<file path="src/rtl/adder_sum_accumulator.sv">
// adder_sum_accumulator
//   Sums COUNT consecutive results from an upstream 16-bit adder. Each result
//   is treated as the 17-bit unsigned value {Carry, Z}. The completed sum is
//   presented on out_sum with a valid/ready handshake. The sum wraps modulo
//   2^ACC_W.
//
//   Optional feature: define ACC_OVF_FLAG_EN to add the ovf output. ovf is set
//   when any add in the current sum carries out of bit ACC_W-1.
//
// Parameters
//   COUNT : results summed per output (1..255)
//   ACC_W : accumulator / out_sum width (17..32)
//
// Ports
//   clk       : clock; all state updates on the rising edge
//   rst       : synchronous, active-high reset; highest priority
//   clear     : synchronous abort; discards the partial sum or the held result
//   Z, Carry  : upstream adder result
//   in_valid  : Z/Carry are valid
//   in_ready  : block accepts a beat (ACCUM state)
//   out_sum   : completed sum; holds its last value while out_valid=0
//   out_valid : out_sum is valid (HOLD state)
//   out_ready : downstream consumes out_sum
//   ovf       : (ACC_OVF_FLAG_EN only) overflow flag for the presented sum
module adder_sum_accumulator #(
  parameter int COUNT = 4,
  parameter int ACC_W = 20
) (
  input  logic             clk,
  input  logic             rst,
  input  logic             clear,
  input  logic [15:0]      Z,
  input  logic             Carry,
  input  logic             in_valid,
  output logic             in_ready,
  output logic [ACC_W-1:0] out_sum,
  output logic             out_valid,
  input  logic             out_ready
`ifdef ACC_OVF_FLAG_EN
  ,
  output logic             ovf
`endif
);

  typedef enum logic {ACCUM = 1'b0, HOLD = 1'b1} state_t;

  state_t             state, state_next;
  logic [ACC_W-1:0]   acc;
  logic [7:0]         cnt;
  logic [ACC_W-1:0]   opnd;
  logic [ACC_W-1:0]   add_s;
  logic               accept;
  logic               last;

  assign opnd   = ACC_W'({Carry, Z});
  assign accept = in_valid && (state == ACCUM);
  assign last   = (cnt == 8'(COUNT - 1));

`ifdef ACC_OVF_FLAG_EN
  logic add_c;
  logic ovf_run;  // carry seen by an earlier beat of the sum in progress
  assign {add_c, add_s} = {1'b0, acc} + {1'b0, opnd};
`else
  assign add_s = acc + opnd;
`endif

  assign in_ready  = (state == ACCUM);
  assign out_valid = (state == HOLD);

  // next-state logic
  always_comb begin
    state_next = state;
    if (clear) begin
      state_next = ACCUM;
    end else begin
      case (state)
        ACCUM: if (accept && last) state_next = HOLD;
        HOLD:  if (out_ready)      state_next = ACCUM;
        default: state_next = ACCUM;
      endcase
    end
  end

  always_ff @(posedge clk) begin
    if (rst) begin
      state   <= ACCUM;
      acc     <= '0;
      cnt     <= '0;
      out_sum <= '0;
`ifdef ACC_OVF_FLAG_EN
      ovf     <= 1'b0;
      ovf_run <= 1'b0;
`endif
    end else begin
      state <= state_next;
      if (clear) begin
        // out_sum keeps its last value; only the partial sum is dropped
        acc     <= '0;
        cnt     <= '0;
`ifdef ACC_OVF_FLAG_EN
        ovf     <= 1'b0;
        ovf_run <= 1'b0;
`endif
      end else if (accept) begin
        if (last) begin
          out_sum <= add_s;
          // acc/cnt are zeroed now; nothing touches them while in HOLD
          acc     <= '0;
          cnt     <= '0;
`ifdef ACC_OVF_FLAG_EN
          ovf     <= ovf_run | add_c;
          ovf_run <= 1'b0;
`endif
        end else begin
          acc <= add_s;
          cnt <= cnt + 8'd1;
`ifdef ACC_OVF_FLAG_EN
          ovf_run <= ovf_run | add_c;
`endif
        end
      end else if ((state == HOLD) && out_ready) begin
        acc <= '0;
        cnt <= '0;
`ifdef ACC_OVF_FLAG_EN
        ovf <= 1'b0;
`endif
      end
    end
  end

endmodule

</file>
<file path="config.mk">
export PLATFORM = sky130hd
export DESIGN_NAME = adder_sum_accumulator
export DESIGN_NICKNAME = d
export VERILOG_FILES = /design/src/rtl/adder_sum_accumulator.sv
export SDC_FILE = /design/constraint.sdc
export NUM_CORES = 1
export LEC_CHECK = 0
export ABC_CLOCK_PERIOD_IN_PS = 3090
export CAP_MARGIN = 5
export CORE_MARGIN = 5
export CORE_UTILIZATION = 40
export CTS_BUF_LIST = sky130_fd_sc_hd__clkbuf_8
export DETAILED_ROUTE_END_ITERATION = 6
export DONT_BUFFER_PORTS = 1
export PLACE_DENSITY = 0.59
export SYNTH_ARGS = -nofsm -noshare
export SYNTH_HDL_FRONTEND = slang
export SYNTH_SLANG_ARGS = --single-unit
</file>
<file path="constraint.sdc">
create_clock -name clk -period 3.09 [get_ports clk]
set_input_delay 0.309 -clock clk [delete_from_list [all_inputs] [get_ports clk]]
set_output_delay 0.309 -clock clk [all_outputs]
set_load 0.02 [all_outputs]
</file>
After elaboration in Yosys (flattened, before gate mapping)
Cells that the tools add are included.
{"block": "totals", "reg_bits": 49, "wordCells": 24, "in_bits": 22}
{"block": "classes", "eq_ne": 1, "add_sub_neg": 2, "n_reduce_logical": 6, "n_mux": 9, "bitwise_logic": 2}
{"op": "two-way mux 20 bit", "count": 3}
{"op": "two-way mux 8 bit", "count": 3}
{"op": "adder 20 x 17 -> 20 bit", "count": 1}
{"op": "adder 8 x 1 -> 8 bit, second input constant", "count": 1}
{"op": "== test 8 x 2 -> 1 bit, second input constant", "count": 1}
{"op": "logical AND 1 bit", "count": 3}
{"op": "AND reduction 3 bit", "count": 1}
{"op": "two-way mux 1 bit", "count": 2}
{"op": "NOT 1 bit", "count": 2}
{"op": "one-hot mux 1 bit (2 select lines)", "count": 1}
{"op": "nonzero test 2 bit", "count": 1}
{"op": "OR reduction 2 bit", "count": 1}

Depth between registers and ports, before layout
{"block": "depth", "depth_word": 5, "depth_mapped": 10}

Worst setup path after synthesis
OpenSTA, ideal clock, no wires.
{"block": "synth_path", "path_type": "register to register", "from": "register acc[0]", "to": "register out_sum[18]", "path_buffers": 0, "required_ns": 3.004, "path_stages_with_launch": 11, "period_less_slack_ns": 2.385, "slack_ns": 0.705, "arrival_ns": 2.300, "path_cell_list": "dfxtp_1 -> ha_1 -> inv_1 -> fa_1 -> nand2b_1 -> a211oi_1 -> o211ai_1 -> o21ai_1 -> a41oi_2 -> xnor2_1 -> a211oi_1"}
{"block": "synth_via", "elab_chain_len": 1}
{"element": "from (decl)", "line_no": "48", "text": "logic [ACC_W-1:0] acc;"}
{"element": "from (signal assigned)", "line_no": "115", "text": "acc <= add_s;"}
{"element": "adder 20 x 17 -> 20 bit", "line_no": "64", "text": "assign add_s = acc + opnd;"}
{"element": "to (signal assigned)", "line_no": "106", "text": "out_sum <= add_s;"}
{"element": "to (decl)", "line_no": "36", "text": "output logic [ACC_W-1:0] out_sum,"}
No other way between the ends.
A chain may end at the register's enable or synchronous reset.

Final worst setup path
Ends and elaborated chain as after synthesis.

==> impl_metrics.toml <==
[sta]
fin_skew_ns = 0.00379
slew_viol_final = 0
worst_pin_slew_ns = 0.945
tns_ns = 0
fmax_mhz = 359
rsz0062_at_grt = "no"
final.min_clock_period_ns = 2.79
relSlewSlack_pct = 37.0
setup_viol = 0
hold_viol = 0
period_share_pct = 90.2

[synthesis]
syn_area_per_cell_um2 = 8.20
synth_nets = 368
synth_top_cell_by_area = "dfxtp_1"
synthCells = 327
synth-edff-count = 0
yosys.area_share.simple_pct = 21.6
synth.most_common_cell = "dfxtp_1"
ys.warnings.count = 0
synth_compound_area_share_pct = 22.2
ys_top_cells_by_count = "dfxtp_1 (49), nor2_1 (42), nand2_1 (40), a21oi_1 (35), ha_1 (18)"
synthMuxAreaShare_pct = 2.24
synth-seq-cells = 49
synth_xor_area_share_pct = 5.22
synthFlopType = "dfxtp_1"
seq_area_frac_synth_pct = 36.6
synth_area_leaders = "dfxtp_1 (37%), ha_1 (8.4%), a21oi_1 (6.5%)"
async_reset_ff_share_pct = 0
synth_top_family_by_area = "compound AO/OA/AOI/OAI gates"
synth-adder-area-share_pct = 9.14
synth_area_mm2 = 0.00268
synth.top_cell.area_share_pct = 36.6
synth.distinct_cells = 47

[die]
dieHeight_um = 91.9
die_area_mm2 = 0.00844
rows = 29
die_x_um = 91.9
io_pins = 44
core_area_mm2 = 0.00642
start_util_pct = 41.8

[global_routing]
overflow = 0
grt_use_total_pct = 15.9
grt_pass1_vias = 2237
antenna_found_initial = 0
grt_pass1_wl_um = 10900
grt_start_max_net_pins = 24

[finish]
drive_gt1_share_pct = 5.86
fill_cells = 667
diodes = 0
final_nets = 364
syn_to_final_growth_pct = 6.20

[setup_path]
reg2reg_slack_ns = 0.30
r2r-end = "out_sum[18]"
cp.arrival_ns = 3.01
critical_path.top_delay_family = "compound AO/OA/AOI/OAI gates"
path_cells = "ha_1, inv_1, fa_1, nand2b_1, a211oi_1, o211ai_1, o21ai_1, a41oi_2, xnor2_1, a211oi_1"
cp_max_fo = 5
cp_slowest_cell = "o21ai_1"
worstSetupStartpointType = "register"
max_stage_delay_ns = 0.43
cp.required_ns = 3.32
crit_type = "register to register"
critPathBufInv = 1
cpMostUsedCell = "a211oi_1"
critPathCaptureType = "register"
rr_startpoint = "acc[0]"
worst-r2r-cell-count = 10

[cts]
clk_pin_slew_ns = 0.09
cts_hold_buf = 0
cts_made_buffers = 5
clkLatencyLatePin_ns = 0.30
cts.sinks = 49
cts_tree = "yes"
root_buffer = "clkbuf_8"
clockBufferDepth = 2
cts-resized-gates = 0
cts_setup_buffers = 0
ctsHtreeMaxLevel = 2

[worst_hold_path]
hold-path-endpoint = "out_sum[19]"
min-delay-start = "rst"
min_path_type = "primary input to register"
holdPathStages = 1

[power]
ir_worst_vdd_mv = 0.257
p_leak_nw = 1.07
totalPowerFinal_w = 0.00124
pwr_density_cell_mw_per_mm2 = 436

[drt]
drc = 0
vias = 2275
wirelength_um = 6510
vias_per_cell = 5.67
wire_per_inst_um = 16.2
drtIter0Drc = 100
final_antenna_net_count = 0
first_pass_iters = 4

[job]
maxCapViolations = 0

[placed_design]
hpwlAfterDp_um = 4730
io_buffers = 0
gp_congestion = 0.800

[run_status]
status = "complete, no violations"
## through the flow
| step | hold WS (ns) | setup WS (ns) | util (%) | instances | cell area, um2 |
|---|---|---|---|---|---|
| final | 0.0590 | 0.304 | 44.4 | 401 | 2850 |
| after detailed placement | 0.382 | 0.371 | 42.8 | 393 | 2750 |
| after global routing | 0.0434 | 0.0533 | 44.4 | 401 | 2850 |
| after CTS | 0.0523 | 0.306 | 44.4 | 401 | 2850 |
| after floorplan | 0.420 | 0.705 | - | 327 | 2680 |
| after global placement | 0.381 | 0.434 | 42.8 | 393 | 2750 |
## report_power, final
group | switching, W | internal, W | leakage (nW)
clock network | 0.000221 | 0.000203 | 0.0542
logic | 0.000106 | 0.0000647 | 0.617
registers | 0.00000666 | 0.000642 | 0.396
## registers in the layout, indices dropped and copies added, names as in the netlist
| register | flops |
|---|---|
| cnt | 8 |
| out_sum | 20 |
| acc | 20 |
| out_valid | 1 |
## placed cells by master, fill, tap and decap left out, types with 2 or more instances in the layout
master,n
a211oi_1,5
a21boi_0,2
a21o_1,2
a21oi_1,35
a22o_1,8
a22oi_1,8
a311oi_1,2
and2_1,2
and3_1,3
buf_4,3
clkbuf_8,7
dfxtp_1,49
ha_1,18
inv_1,7
mux2i_1,6
nand2_1,40
nand2b_1,3
nand3_1,10
nand3b_1,4
nand4_1,2
nor2_1,42
nor2b_1,4
nor3_1,2
nor3_2,2
nor4_1,3
o211ai_1,3
o21ai_0,15
or3_1,3
xnor2_1,10
xor2_1,6
## kinds of logic (layout without fill, tap and decap cells)
kind of cell               Yosys count  count (layout)
buffers and inverters               21              18
AOI/OAI and AO/OA                   91              91
adders and majority gates           19              19
muxes                                6               6
DFF                                 49              49
xor gates and xnor gates            16              16
and+or+nand+nor                    125             125
## area by class of cell
class | count | area, um2 | area share, %
Multi-Input combinational cell | 257 | 1620 | 56.9
Clock inverter | 1 | 5.00 | 0.176
Clock buffer | 7 | 96.3 | 3.38
Timing Repair Buffer | 3 | 22.5 | 0.791
Inverter | 7 | 26.3 | 0.922
Tap cell | 77 | 96.3 | 3.38
Sequential cell | 49 | 981 | 34.4
## worst max path at each step
stage | startpoint | to | slack, ns | cells past startpoint
3_5_place_dp | acc[0] | out_sum[18] | 0.37 | 10
4_1_cts | acc[0] | out_sum[18] | 0.31 | 10
3_3_place_gp | acc[0] | out_sum[18] | 0.43 | 10
2_1_floorplan | acc[0] | out_sum[18] | 0.70 | 10
5_1_grt | acc[0] | out_sum[18] | 0.05 | 10
6_report | acc[0] | out_sum[18] | 0.30 | 10
## metal layers
| layer | routed length (um) | vias to the layer above | GRT usage [%] |
|---|---|---|---|
| met1 | 3100 | 1074 | 20.2 |
| met4 | 100 | 0 | 5.57 |
| met2 | 2940 | 35 | 25.4 |
| met3 | 368 | 12 | 4.91 |
| li1 | - | 1154 | - |
| met5 | 0 | - | 0 |
(Power assumes the default switching activity.)
